$ cat src/rtl/parking_lot_ctrl_if.sv
// Gate-side bundle for the parking-lot controller: hour, entry/exit requests,
// occupancy readouts, verdict pulses and FSM debug state.
interface parking_lot_ctrl_if #(
  parameter int W = 10
);
  logic [4:0]   hour;
  logic         ent_valid;
  logic         ent_ready;
  logic         ent_uni;
  logic         ext_valid;
  logic         ext_ready;
  logic         ext_uni;
  logic [W-1:0] uni_cnt;
  logic [W-1:0] pub_cnt;
  logic [W-1:0] mig_cnt;
  logic [W-1:0] uni_free;
  logic [W-1:0] pub_free;
  logic         uni_avail;
  logic         pub_avail;
  logic         ent_ok;
  logic         ent_to_pub;
  logic         ent_deny;
  logic         ext_err;
  logic         busy;
  logic         dbg_state;

  modport master (
    output hour, ent_valid, ent_uni, ext_valid, ext_uni,
    input  ent_ready, ext_ready, uni_cnt, pub_cnt, mig_cnt, uni_free, pub_free,
           uni_avail, pub_avail, ent_ok, ent_to_pub, ent_deny, ext_err, busy, dbg_state
  );

  modport slave (
    input  hour, ent_valid, ent_uni, ext_valid, ext_uni,
    output ent_ready, ext_ready, uni_cnt, pub_cnt, mig_cnt, uni_free, pub_free,
           uni_avail, pub_avail, ent_ok, ent_to_pub, ent_deny, ext_err, busy, dbg_state
  );
endinterface

$ cat src/rtl/parking_lot_ctrl.sv
// Two-class parking occupancy controller: hour-driven capacity shifting with
// overflow migration of reserved cars into the public area.
module parking_lot_ctrl #(
  parameter int UNI_CAP     = 500,
  parameter int PUB_CAP     = 200,
  parameter int PHASE       = 50,
  parameter int SHIFT_START = 13,
  parameter int SHIFT_STEPS = 3,
  parameter int OPEN_HOUR   = 8,
  parameter int W           = 10
) (
  input  logic               clk,
  input  logic               rst,
  parking_lot_ctrl_if.slave  pif
);

  typedef enum logic {S_IDLE = 1'b0, S_REBAL = 1'b1} state_t;

  localparam logic [W-1:0] TOTAL_W   = W'(UNI_CAP + PUB_CAP);
  localparam logic [W-1:0] UNI_CAP_W = W'(UNI_CAP);
  localparam logic [W-1:0] ONE       = W'(1);
  localparam logic [4:0]   OPEN_H    = 5'(OPEN_HOUR);
  localparam logic [4:0]   DAY_END   = 5'd24;

  state_t       state_q;
  logic [4:0]   hour_q;
  logic [W-1:0] uni_cap_q, uni_q, pub_q, mig_q;
  logic         ok_q, to_pub_q, deny_q, err_q;

  logic         ready, ent_fire, ext_fire;
  logic [W-1:0] u1, p1, m1, u2, p2, m2;
  logic [W-1:0] uf1, pf1, pub_cap, new_cap;
  logic         x_err, e_ok, e_tp, e_dn;

  function automatic logic [W-1:0] cap_of(input logic [4:0] h);
    int hi;
    int c;
    hi = int'(h);
    if (hi < SHIFT_START)                    c = UNI_CAP;
    else if (hi < SHIFT_START + SHIFT_STEPS) c = UNI_CAP - (hi - SHIFT_START + 1) * PHASE;
    else                                     c = UNI_CAP - SHIFT_STEPS * PHASE;
    return W'(c);
  endfunction

  // Handshake: a request is taken on the rising edge where valid && ready;
  // ready drops whenever the hour input disagrees with the registered hour,
  // so a held request simply waits out the rebalance.
  assign ready    = (state_q == S_IDLE) && (pif.hour == hour_q);
  assign ent_fire = pif.ent_valid && ready;
  assign ext_fire = pif.ext_valid && ready;
  assign pub_cap  = TOTAL_W - uni_cap_q;
  assign new_cap  = cap_of(pif.hour);

  always_comb begin
    u1    = uni_q;
    p1    = pub_q;
    m1    = mig_q;
    x_err = 1'b0;
    if (ext_fire) begin
      if (pif.ext_uni) begin
        if (uni_q != '0) begin
          u1 = uni_q - ONE;
        end else if (mig_q != '0) begin
          p1 = pub_q - ONE;
          m1 = mig_q - ONE;
        end else begin
          x_err = 1'b1;
        end
      end else if (pub_q > mig_q) begin
        p1 = pub_q - ONE;
      end else begin
        x_err = 1'b1;
      end
    end
  end

  // Entry is judged against the post-exit counts so a same-cycle exit frees a space.
  always_comb begin
    u2   = u1;
    p2   = p1;
    m2   = m1;
    e_ok = 1'b0;
    e_tp = 1'b0;
    e_dn = 1'b0;
    uf1  = (uni_cap_q > u1) ? (uni_cap_q - u1) : '0;
    pf1  = (pub_cap > p1) ? (pub_cap - p1) : '0;
    if (ent_fire) begin
      if (hour_q < OPEN_H || hour_q >= DAY_END) begin
        e_dn = 1'b1;
      end else if (pif.ent_uni) begin
        if (uf1 != '0) begin
          u2   = u1 + ONE;
          e_ok = 1'b1;
        end else if (pf1 != '0) begin
          p2   = p1 + ONE;
          m2   = m1 + ONE;
          e_ok = 1'b1;
          e_tp = 1'b1;
        end else begin
          e_dn = 1'b1;
        end
      end else if (pf1 != '0) begin
        p2   = p1 + ONE;
        e_ok = 1'b1;
      end else begin
        e_dn = 1'b1;
      end
    end
  end

  always_ff @(posedge clk or posedge rst) begin
    if (rst) begin
      state_q   <= S_IDLE;
      hour_q    <= '0;
      uni_cap_q <= UNI_CAP_W;
      uni_q     <= '0;
      pub_q     <= '0;
      mig_q     <= '0;
      ok_q      <= 1'b0;
      to_pub_q  <= 1'b0;
      deny_q    <= 1'b0;
      err_q     <= 1'b0;
    end else begin
      ok_q     <= 1'b0;
      to_pub_q <= 1'b0;
      deny_q   <= 1'b0;
      err_q    <= 1'b0;
      unique case (state_q)
        S_IDLE: begin
          if (pif.hour != hour_q) begin
            state_q <= S_REBAL;
          end else begin
            uni_q    <= u2;
            pub_q    <= p2;
            mig_q    <= m2;
            ok_q     <= e_ok;
            to_pub_q <= e_tp;
            deny_q   <= e_dn;
            err_q    <= x_err;
          end
        end
        S_REBAL: begin
          hour_q    <= pif.hour;
          uni_cap_q <= new_cap;
          // Shrinking reserved area pushes its excess into the public area;
          // growth never pulls cars back.
          if (uni_q > new_cap) begin
            uni_q <= new_cap;
            pub_q <= pub_q + (uni_q - new_cap);
            mig_q <= mig_q + (uni_q - new_cap);
          end
          state_q <= S_IDLE;
        end
      endcase
    end
  end

  assign pif.ent_ready  = ready;
  assign pif.ext_ready  = ready;
  assign pif.uni_cnt    = uni_q;
  assign pif.pub_cnt    = pub_q;
  assign pif.mig_cnt    = mig_q;
  assign pif.uni_free   = (uni_cap_q > uni_q) ? (uni_cap_q - uni_q) : '0;
  assign pif.pub_free   = (pub_cap > pub_q) ? (pub_cap - pub_q) : '0;
  assign pif.uni_avail  = (pif.uni_free != '0);
  assign pif.pub_avail  = (pif.pub_free != '0);
  assign pif.ent_ok     = ok_q;
  assign pif.ent_to_pub = to_pub_q;
  assign pif.ent_deny   = deny_q;
  assign pif.ext_err    = err_q;
  assign pif.busy       = (state_q == S_REBAL);
  assign pif.dbg_state  = state_q;

endmodule

$ cat src/flat_wrapper.sv
// flat-port wrapper written by rule: the top's interface ports become plain ports
module parking_lot_ctrl_flat 
#(
  parameter int UNI_CAP     = 500,
  parameter int PUB_CAP     = 200,
  parameter int PHASE       = 50,
  parameter int SHIFT_START = 13,
  parameter int SHIFT_STEPS = 3,
  parameter int OPEN_HOUR   = 8,
  parameter int W           = 10
)
  (clk, rst, pif_hour, pif_ent_valid, pif_ent_uni, pif_ext_valid, pif_ext_uni, pif_ent_ready, pif_ext_ready, pif_uni_cnt, pif_pub_cnt, pif_mig_cnt, pif_uni_free, pif_pub_free, pif_uni_avail, pif_pub_avail, pif_ent_ok, pif_ent_to_pub, pif_ent_deny, pif_ext_err, pif_busy, pif_dbg_state);
  parking_lot_ctrl_if #(.W(W)) pif_i ();
  input  logic clk;
  input  logic rst;
  input wire logic [$bits(pif_i.hour)-1:0] pif_hour;
  input wire logic [$bits(pif_i.ent_valid)-1:0] pif_ent_valid;
  input wire logic [$bits(pif_i.ent_uni)-1:0] pif_ent_uni;
  input wire logic [$bits(pif_i.ext_valid)-1:0] pif_ext_valid;
  input wire logic [$bits(pif_i.ext_uni)-1:0] pif_ext_uni;
  output wire logic [$bits(pif_i.ent_ready)-1:0] pif_ent_ready;
  output wire logic [$bits(pif_i.ext_ready)-1:0] pif_ext_ready;
  output wire logic [$bits(pif_i.uni_cnt)-1:0] pif_uni_cnt;
  output wire logic [$bits(pif_i.pub_cnt)-1:0] pif_pub_cnt;
  output wire logic [$bits(pif_i.mig_cnt)-1:0] pif_mig_cnt;
  output wire logic [$bits(pif_i.uni_free)-1:0] pif_uni_free;
  output wire logic [$bits(pif_i.pub_free)-1:0] pif_pub_free;
  output wire logic [$bits(pif_i.uni_avail)-1:0] pif_uni_avail;
  output wire logic [$bits(pif_i.pub_avail)-1:0] pif_pub_avail;
  output wire logic [$bits(pif_i.ent_ok)-1:0] pif_ent_ok;
  output wire logic [$bits(pif_i.ent_to_pub)-1:0] pif_ent_to_pub;
  output wire logic [$bits(pif_i.ent_deny)-1:0] pif_ent_deny;
  output wire logic [$bits(pif_i.ext_err)-1:0] pif_ext_err;
  output wire logic [$bits(pif_i.busy)-1:0] pif_busy;
  output wire logic [$bits(pif_i.dbg_state)-1:0] pif_dbg_state;
  assign pif_i.hour = pif_hour;
  assign pif_i.ent_valid = pif_ent_valid;
  assign pif_i.ent_uni = pif_ent_uni;
  assign pif_i.ext_valid = pif_ext_valid;
  assign pif_i.ext_uni = pif_ext_uni;
  assign pif_ent_ready = pif_i.ent_ready;
  assign pif_ext_ready = pif_i.ext_ready;
  assign pif_uni_cnt = pif_i.uni_cnt;
  assign pif_pub_cnt = pif_i.pub_cnt;
  assign pif_mig_cnt = pif_i.mig_cnt;
  assign pif_uni_free = pif_i.uni_free;
  assign pif_pub_free = pif_i.pub_free;
  assign pif_uni_avail = pif_i.uni_avail;
  assign pif_pub_avail = pif_i.pub_avail;
  assign pif_ent_ok = pif_i.ent_ok;
  assign pif_ent_to_pub = pif_i.ent_to_pub;
  assign pif_ent_deny = pif_i.ent_deny;
  assign pif_ext_err = pif_i.ext_err;
  assign pif_busy = pif_i.busy;
  assign pif_dbg_state = pif_i.dbg_state;
  parking_lot_ctrl #(.UNI_CAP(UNI_CAP), .PUB_CAP(PUB_CAP), .PHASE(PHASE), .SHIFT_START(SHIFT_START), .SHIFT_STEPS(SHIFT_STEPS), .OPEN_HOUR(OPEN_HOUR), .W(W)) u_core (.clk(clk), .rst(rst), .pif(pif_i));
endmodule
$ cat config.mk
export PLATFORM = sky130hd
export DESIGN_NAME = parking_lot_ctrl_flat
export DESIGN_NICKNAME = d
export VERILOG_FILES = /design/src/rtl/parking_lot_ctrl_if.sv /design/src/rtl/parking_lot_ctrl.sv /design/src/flat_wrapper.sv
export SDC_FILE = /design/constraint.sdc
export NUM_CORES = 1
export LEC_CHECK = 0
export CORE_UTILIZATION = 34
export DETAILED_ROUTE_END_ITERATION = 10
export SYNTH_ARGS = -nofsm -noshare
export SYNTH_HDL_FRONTEND = slang
export SYNTH_SLANG_ARGS = --single-unit
$ cat constraint.sdc
create_clock -name clk -period 7.2 [get_ports clk]
set_input_delay 1.44 -clock clk [delete_from_list [all_inputs] [get_ports clk]]
set_output_delay 1.44 -clock clk [all_outputs]
set_load 0.01 [all_outputs]
==> flow_metrics.py, run 1 <==
metrics = {
    "routing": {
        "wl_per_cell_um": 17.9,
        "drt-total-wl_um": 24800,
        "ant_nets": 0,
        "drc": 0,
        "drt_iter0_markers": 513,
        "dr_wl_met2_um": 11900,
        "met3WireLength_um": 1080,
        "wl_met1_um": 11200,
        "firstDrtPassIters": 5,
        "vias": 7583,
        "viasPerCell": 5.49,
        "top_layer": "met4",
    },
    "clock_network": {
        "clockRootBuffer": "clkbuf_16",
        "cts.htree.levels": 2,
        "clock_sinks": 49,
        "clock_latency_ns": 0.30,
        "numCtsBuffers": 5,
        "clk_path_buf_depth": 2,
        "clk_pin_slew_ns": 0.07,
        "tritoncts": "built",
    },
    "synthesis": {
        "synth-main-ff-cell": "dfrtp_1",
        "syn-cell-area_mm2": 0.00787,
        "synth_edf_count": 0,
        "synth_cell_types": 81,
        "synthArstFlopShare": 1.00,
        "syn_avg_cell_area_um2": 7.99,
        "synthesis.nets": 1109,
        "synth-seq-cells": 49,
        "ys.warnings.count": 0,
        "synth.yosys.seq_area_share": 0.157,
        "synthCells": 985,
    },
    "timing": {
        "fin_ws_ns": 0.393,
        "slew_violations": 0,
        "hold_viol": 0,
        "max_freq_mhz": 147,
        "fin_skew_ns": 0.00706,
        "period_minus_slack_ns": 6.81,
        "max-slew-margin-rel": 0.549,
        "tightestPinTransition_ns": 0.676,
        "setup_viol": 0,
        "fin_crit_sh": 0.945,
    },
    "place": {
        "port_buffers": 70,
        "dp_slack_ns": 0.0248,
        "post-dp-hpwl_um": 19900,
        "gp_congestion": 0.916,
        "dp_cells": 1367,
    },
    "global_route": {
        "grt_max_degree": 50,
        "grt_pass1_wl_um": 39700,
        "antenna_found_initial": 0,
        "grt_usage": 0.212,
        "gr-total-overflow": 0,
        "grt_pass1_vias": 7431,
    },
    "setup_path": {
        "worstSetupPathType": "input port to flip-flop",
        "start_kind": "input port",
        "endpoint_kind": "flip-flop",
        "crit_fanout": 5,
        "arrival_ns": 6.99,
        "slowest_delay_ns": 0.49,
        "cp.required_ns": 7.38,
        "slowest_stage": "fa_1",
    },
    "layout": {
        "final_cells": 1380,
        "finish.utilization": 0.418,
        "syn2layout_area_growth_pct": 20.2,
        "diodes": 0,
        "fill_cells": 2293,
        "fin_nets": 1218,
        "drive_gt1_frac": 0.107,
    },
    "power_and_ir_drop": {
        "max-vdd-ir-drop_mv": 0.289,
        "leakage_nw": 4.18,
        "power.density_mw_per_mm2": 588,
    },
    "die": {
        "die_h_um": 154,
        "fp.dieW_um": 154,
        "initial_core_util": 0.348,
        "core_mm2": 0.0226,
        "rows": 55,
        "dieArea_mm2": 0.0238,
        "top_level_ports": 71,
    },
    "min_path": {
        "min_path_type": "flip-flop to flip-flop",
    },
    "job": {
        "maxCapViolCount": 0,
    },
    "outcome": {
        "status": "completed",
    },
}
==> final timing paths <==
kind                            slack, ns  depth (start not counted)                   from                     to
worst max-delay path                 0.39                         28            pif_hour[0]  u_core.pif.mig_cnt[9]
worst min-delay path                 0.53                          1       u_core.hour_q[2]       u_core.hour_q[2]
worst max register to register       1.34                         18  u_core.pif.uni_cnt[1]  u_core.pif.pub_cnt[4]
worst min register to register       0.53                          1       u_core.hour_q[2]       u_core.hour_q[2]
max in group asynchronous            5.10                          3                    rst     u_core.pif.ext_err
min in group asynchronous            1.64                          3                    rst  u_core.pif.mig_cnt[8]
==> metal layers <==
layer,vias to the layer above,track usage
li1,3772,-
met2,214,0.365
met1,3562,0.278
met3,35,0.0172
met4,0,0.0671
met5,-,0
==> cell families after synthesis <==
group | Yosys count | share of synthesized area
adder cells (fa/ha/maj) | 113 | 0.189
buffers and inverters | 114 | 0.0572
AO/OA/AOI/OAI | 252 | 0.215
AND/OR/NAND/NOR | 319 | 0.223
flip-flops | 49 | 0.157
XOR/XNOR | 123 | 0.139
multiplexers | 15 | 0.0203
==> repair_timing <==
action | 4_1_cts | 5_1_grt
resized for setup | 0 | 5
setup buffers | 0 | 5
endpoints found under the hold margin | 0 | 0
hold buffers | 0 | 0
endpoints found under the setup margin | 0 | 25
==> cell usage after synthesis, types with 10 or more instances <==
library cell	count	share of area
a21o_1	46	0.044
a21oi_1	72	0.046
and2_1	18	0.014
and3_1	17	0.014
clkbuf_1	19	0.0091
dfrtp_1	43	0.14
fa_1	10	0.025
ha_1	103	0.16
inv_1	82	0.039
nand2_1	49	0.023
nand2b_1	12	0.0095
nand3_1	40	0.025
nand4_1	18	0.014
nor2_1	56	0.027
nor2b_1	17	0.014
nor3_1	39	0.025
o21ai_0	43	0.027
xnor2_1	84	0.093
xor2_1	37	0.041
==> flip-flops by register name, summed over array words and instances (netlist names) <==
signal / flops
u_core.pif.mig_cnt: 10
u_core.pif.pub_cnt: 10
u_core.hour_q: 5
u_core.pif.busy: 1
u_core.pif.uni_cnt: 10
u_core.uni_cap_q: 9
u_core.pif.ext_err: 1
u_core.pif.ent_to_pub: 1
u_core.pif.ent_deny: 1
u_core.pif.ent_ok: 1
==> critical path, delay by kind of cell <==
family,cells,cell delay (ns)
compound gates,8,1.15
xor+xnor,6,1.07
fa+ha+maj,6,1.94
buf+inv,2,0.53
mux,1,0.27
simple gates,5,0.59
==> per-stage QoR <==
step                area [um^2]  hold WS (ns)  TNS [ns]  power (mW)
floorplan                  7870         0.495         0        3.70
global placement           9230         0.513         0        5.16
detailed placement         9230         0.518         0        5.20
CTS                        9400         0.533         0        5.52
global route               9460         0.541    -0.245        6.10
finish                     9460         0.528         0        5.57
==> where the power goes <==
group / switching [mW] / internal (mW) / leakage, nW / total [mW]
registers: 0.243 / 0.390 / 0.567 / 0.633
logic: 2.46 / 2.20 / 3.53 / 4.65
clock network: 0.115 / 0.165 / 0.0800 / 0.280
total: 2.81 / 2.75 / 4.18 / 5.57
==> area by class of cell <==
cell class | count | area (um^2) | share of cell area
clock buffers | 5 | 125 | 0.0132
clock inverters | 3 | 46.3 | 0.00489
flip-flops and latches | 49 | 1230 | 0.130
inverters | 84 | 315 | 0.0333
multi-input cells | 822 | 6210 | 0.656
repair buffers | 132 | 1170 | 0.124
well taps | 285 | 357 | 0.0377
==> cells in the final DEF (no fill, tap or decap), types with 37 or more instances in the layout <==
master / instances
nor3_1: 39
nor2_1: 56
inv_1: 81
nand2_1: 48
nand3_1: 40
ha_1: 102
xnor2_1: 84
a21oi_1: 72
o21ai_0: 43
a21o_1: 46
xor2_1: 37
clkdlybuf4s50_1: 70
buf_4: 60
dfrtp_1: 43
Note: power is estimated with default switching activity, not from simulation.
==> run 2, diff against run 1 <==
--- a/config.mk
+++ b/config.mk
@@ -7,6 +7,8 @@
 export LEC_CHECK = 0
 export CORE_UTILIZATION = 34
 export DETAILED_ROUTE_END_ITERATION = 10
+export SETUP_SLACK_MARGIN = 0.02
+export SKIP_LAST_GASP = 1
 export SYNTH_ARGS = -nofsm -noshare
 export SYNTH_HDL_FRONTEND = slang
 export SYNTH_SLANG_ARGS = --single-unit
==> flow_metrics.py, run 2 (same netlist as run 1, synthesis figures left out) <==
metrics = {
    "die": {
        "dieArea_mm2": 0.0238,
        "initial_core_util": 0.348,
        "core_mm2": 0.0226,
        "top_level_ports": 71,
        "rows": 55,
        "fp.dieW_um": 154,
        "die_h_um": 154,
    },
    "setup_path": {
        "critical_path.top_delay_family": "adder cells",
        "slowest_delay_ns": 0.49,
        "endpoint_kind": "flip-flop",
        "reg2reg_depth": 18,
        "cp.required_ns": 7.38,
        "crit_fanout": 5,
        "r2r-start": "u_core.pif.uni_cnt[1]",
        "slowest_stage": "fa_1",
        "worst_r2r_endpoint": "u_core.pif.pub_cnt[4]",
        "start_kind": "input port",
        "cp.buffers_inverters": 2,
        "arrival_ns": 6.99,
        "worstSetupPathType": "input port to flip-flop",
        "rrSetupSlack_ns": 1.35,
    },
    "routing": {
        "wl_met1_um": 11200,
        "met3WireLength_um": 1050,
        "ant_nets": 0,
        "wl_per_cell_um": 17.9,
        "vias": 7561,
        "viasPerCell": 5.48,
        "drc": 0,
        "dr_wl_met2_um": 11900,
        "top_layer": "met4",
        "drt_iter0_markers": 465,
        "drt-total-wl_um": 24800,
        "firstDrtPassIters": 7,
    },
    "timing": {
        "fin_crit_sh": 0.946,
        "fin_skew_ns": 0.00682,
        "setup_viol": 0,
        "slew_violations": 0,
        "max_freq_mhz": 147,
        "period_minus_slack_ns": 6.81,
        "hold_viol": 0,
        "max-slew-margin-rel": 0.550,
        "tightestPinTransition_ns": 0.675,
    },
    "clock_network": {
        "clk_path_buf_depth": 2,
        "clk_pin_slew_ns": 0.07,
        "postCtsHoldBufs": 0,
        "tritoncts": "built",
        "clock_latency_ns": 0.30,
        "numCtsBuffers": 5,
        "clockRootBuffer": "clkbuf_16",
        "cts.htree.levels": 2,
        "clock_sinks": 49,
    },
    "global_route": {
        "antenna_found_initial": 0,
        "gr-total-overflow": 0,
        "grt_usage": 0.212,
        "grt_max_degree": 50,
        "grt_pass1_vias": 7431,
        "grt_pass1_wl_um": 39700,
    },
    "power_and_ir_drop": {
        "power.switching_mw": 2.81,
        "power.internal_mw": 2.75,
        "p_seq_frac": 0.114,
        "p_sw_frac": 0.506,
        "totalPowerFinal_mw": 5.56,
        "combPwrFrac": 0.836,
        "power.density_mw_per_mm2": 588,
        "max-vdd-ir-drop_mv": 0.288,
        "p_clk_frac": 0.050,
        "leakage_nw": 4.18,
    },
    "layout": {
        "layout_commonest_cell": "ha_1",
        "layout_common_cells": "ha_1, xnor2_1, inv_1",
        "finish.utilization": 0.418,
        "fin_nets": 1218,
        "diodes": 0,
        "syn2layout_area_growth_pct": 20.2,
        "drive_gt1_frac": 0.107,
    },
    "outcome": {
        "status": "completed",
    },
    "min_path": {
        "holdPathStages": 1,
        "hold-path-endpoint": "u_core.hour_q[2]",
        "min_path_type": "flip-flop to flip-flop",
        "hp-start": "u_core.hour_q[2]",
    },
    "place": {
        "post-dp-hpwl_um": 19900,
        "gp_congestion": 0.916,
        "port_buffers": 70,
    },
    "job": {
        "maxCapViolCount": 0,
    },
}
-- run 2: worst max path at each step --
stage                     slack (ns)  cells past startpoint                     to         from
after floorplan                 0.06                     29  u_core.pif.pub_cnt[7]  pif_hour[0]
after global routing           -0.03                     28  u_core.pif.pub_cnt[3]  pif_hour[0]
after global placement          0.16                     30  u_core.pif.mig_cnt[9]  pif_hour[0]
final                           0.39                     28  u_core.pif.mig_cnt[9]  pif_hour[0]
after detailed placement        0.02                     28  u_core.pif.mig_cnt[9]  pif_hour[0]
after CTS                       0.32                     28  u_core.pif.mig_cnt[9]  pif_hour[0]
-- run 2: power groups by stage --
stage	logic (mW)	registers [mW]	clock network (mW)
6_report	4.65	0.634	0.279
3_3_place_gp	4.53	0.634	0
3_5_place_dp	4.57	0.637	0
4_1_cts	4.60	0.630	0.285
5_1_grt	5.16	0.649	0.294
2_1_floorplan	3.12	0.573	0
-- run 2: cell type report --
class	count	area, um^2
clock buffer	5	125
clock inverter	3	46.3
fill	2293	13200
inverter	84	315
multi-input combinational	822	6210
sequential	49	1230
tap	285	357
timing repair buffer	132	1170
-- run 2: worst register-to-register path, cell delays in order, from the launching register on --
cell     delay (ns)
dfrtp_1        0.46
inv_1          0.22
ha_1           0.21
nor4b_2        0.42
nand3_1        0.37
and3_1         0.34
and3_1         0.20
xnor2_1        0.39
ha_1           0.41
a21oi_1        0.21
o21ai_0        0.16
or3_1          0.37
or3_1          0.30
and3_1         0.20
o311a_1        0.47
buf_4          0.22
nor4b_1        0.38
xor2_1         0.30
a21oi_1        0.11
-- run 2: metal layers --
| metal | up-vias | GRT usage |
|---|---|---|
| met5 | - | 0 |
| met4 | 0 | 0.0671 |
| met3 | 36 | 0.0172 |
| met2 | 206 | 0.365 |
| met1 | 3552 | 0.278 |
| li1 | 3767 | - |
-- run 2: per-stage QoR --
stage / hold WS [ns] / setup slack (ns) / TNS [ns] / cells / instance area [um^2]
6_report: 0.527 / 0.389 / 0 / 1380 / 9460
5_1_grt: 0.541 / -0.0333 / -0.0635 / 1380 / 9460
4_1_cts: 0.533 / 0.321 / 0 / 1375 / 9400
3_5_place_dp: 0.518 / 0.0248 / 0 / 1367 / 9230
3_3_place_gp: 0.513 / 0.157 / 0 / 1367 / 9230
2_1_floorplan: 0.495 / 0.0637 / 0 / 985 / 7870
-- run 2: repair_timing --
| action | CTS | global route |
|---|---|---|
| setup buffers | 0 | 5 |
| gates resized for setup | 0 | 5 |
| setup endpoints to repair | 0 | 27 |
==> run 3, diff against run 2 <==
==> constraint.sdc (replaced) <==
create_clock -name clk -period 8.6 [get_ports clk]
set_input_delay 1.72 -clock clk [delete_from_list [all_inputs] [get_ports clk]]
set_output_delay 1.72 -clock clk [all_outputs]
set_load 0.01 [all_outputs]
==> flow_metrics.py, run 3 (same netlist as run 1, synthesis figures left out) <==
metrics = {
    "die": {
        "core_mm2": 0.0226,
        "rows": 55,
        "initial_core_util": 0.348,
        "fp.dieW_um": 154,
        "top_level_ports": 71,
        "die_h_um": 154,
        "dieArea_mm2": 0.0238,
    },
    "layout": {
        "fill_cells": 2244,
        "multiInputGateArea_mm2": 0.00619,
        "drive_gt1_frac": 0.0603,
        "regArea_mm2": 0.00123,
        "layout_commonest_cell": "ha_1",
        "layout_common_cells": "ha_1, xnor2_1, inv_1",
        "diodes": 0,
        "fin_nets": 1167,
        "syn2layout_area_growth_pct": 15.1,
    },
    "setup_path": {
        "slowest_delay_ns": 0.49,
        "slowest_stage": "fa_1",
        "endpoint_kind": "flip-flop",
        "cp.required_ns": 8.76,
        "crit_fanout": 23,
        "worstSetupPathType": "input port to flip-flop",
        "start_kind": "input port",
        "critical_path.top_delay_family": "adder cells",
        "arrival_ns": 7.87,
        "cp.buffers_inverters": 3,
    },
    "clock_network": {
        "postCtsHoldBufs": 0,
        "cts_setup_buffers": 0,
        "clock_sinks": 49,
        "cts_resized": 0,
        "cts.htree.levels": 2,
        "tritoncts": "built",
        "clk_pin_slew_ns": 0.07,
        "clk_path_buf_depth": 2,
        "numCtsBuffers": 5,
        "clockRootBuffer": "clkbuf_16",
        "clock_latency_ns": 0.31,
    },
    "timing": {
        "fin_crit_sh": 0.896,
        "tightestPinTransition_ns": 0.751,
        "setup_tns_ns": 0,
        "hold_viol": 0,
        "slew_violations": 0,
        "period_minus_slack_ns": 7.71,
        "fin_skew_ns": 0.00839,
        "max-slew-margin-rel": 0.498,
        "max_freq_mhz": 130,
        "rsz0062_at_grt": "false",
        "setup_viol": 0,
    },
    "place": {
        "port_buffers": 70,
        "post-dp-hpwl_um": 19400,
        "gp_congestion": 0.895,
    },
    "routing": {
        "ant_nets": 0,
        "viasPerCell": 5.60,
        "vias": 7448,
        "firstDrtPassIters": 5,
        "wl_per_cell_um": 18.2,
        "drt_iter0_markers": 433,
        "drt-total-wl_um": 24200,
        "drc": 0,
    },
    "job": {
        "maxCapViolCount": 0,
    },
    "global_route": {
        "grt_pass1_wl_um": 38800,
        "grt_usage": 0.207,
        "grt_pass1_vias": 7036,
        "grt_max_degree": 50,
        "antenna_found_initial": 0,
        "gr-total-overflow": 0,
    },
    "min_path": {
        "min_path_type": "flip-flop to flip-flop",
    },
    "outcome": {
        "status": "completed",
    },
}
## run 3: area by class of cell
cell class / instances / share of cell area
Sequential cell: 49 / 0.136
Clock buffer: 6 / 0.0153
Multi-Input combinational cell: 822 / 0.684
Timing Repair Buffer: 81 / 0.0865
Inverter: 84 / 0.0348
Tap cell: 285 / 0.0394
Clock inverter: 2 / 0.00414
## run 3: worst reg2reg max path, cell delays in order (launching register included)
cell	delay (ns)
dfrtp_1	0.67
clkinv_1	0.58
ha_1	0.48
and2_1	0.15
a311o_1	0.42
o21ai_4	0.34
and2_1	0.33
nand2_1	0.11
xnor2_1	0.36
inv_1	0.17
ha_1	0.36
and3_1	0.19
nand2_1	0.18
nor2_1	0.07
a221oi_1	0.42
a21boi_1	0.14
or3_1	0.36
a21o_2	0.27
o2111ai_4	0.35
inv_2	0.14
xnor2_2	0.17
a21oi_1	0.16
a2bb2oi_1	0.16
## run 3: final timing paths
check | start | end | slack (ns) | depth (start not counted)
worst max register to register | u_core.pif.pub_cnt[0] | u_core.pif.mig_cnt[0] | 1.95 | 22
worst min register to register | u_core.hour_q[2] | u_core.hour_q[2] | 0.53 | 1
min in group asynchronous | rst | u_core.pif.ent_to_pub | 1.92 | 3
worst min-delay path | u_core.hour_q[2] | u_core.hour_q[2] | 0.53 | 1
max in group asynchronous | rst | u_core.pif.uni_cnt[5] | 6.22 | 3
worst max-delay path | pif_hour[0] | u_core.pif.mig_cnt[9] | 0.89 | 27
## run 3: routing by layer
metal / wire, um / global-route usage
met5: 0 / 0
met4: 493 / 0.0595
met3: 1070 / 0.0223
met2: 11500 / 0.351
met1: 11100 / 0.275
## run 3: metrics by stage
stage | hold slack, ns | worst slack [ns] | cells | cell area, um^2 | util
floorplan | 0.495 | 1.18 | 985 | 7870 | -
global placement | 0.513 | 0.698 | 1321 | 8880 | 0.392
detailed placement | 0.517 | 0.552 | 1321 | 8880 | 0.392
CTS | 0.533 | 0.866 | 1329 | 9060 | 0.400
global route | 0.558 | 0.366 | 1329 | 9060 | 0.400
finish | 0.527 | 0.891 | 1329 | 9060 | 0.400
Power of run 3 is not shown: default switching activity piles up to over one toggle a cycle in this logic, so the estimate is an artifact.
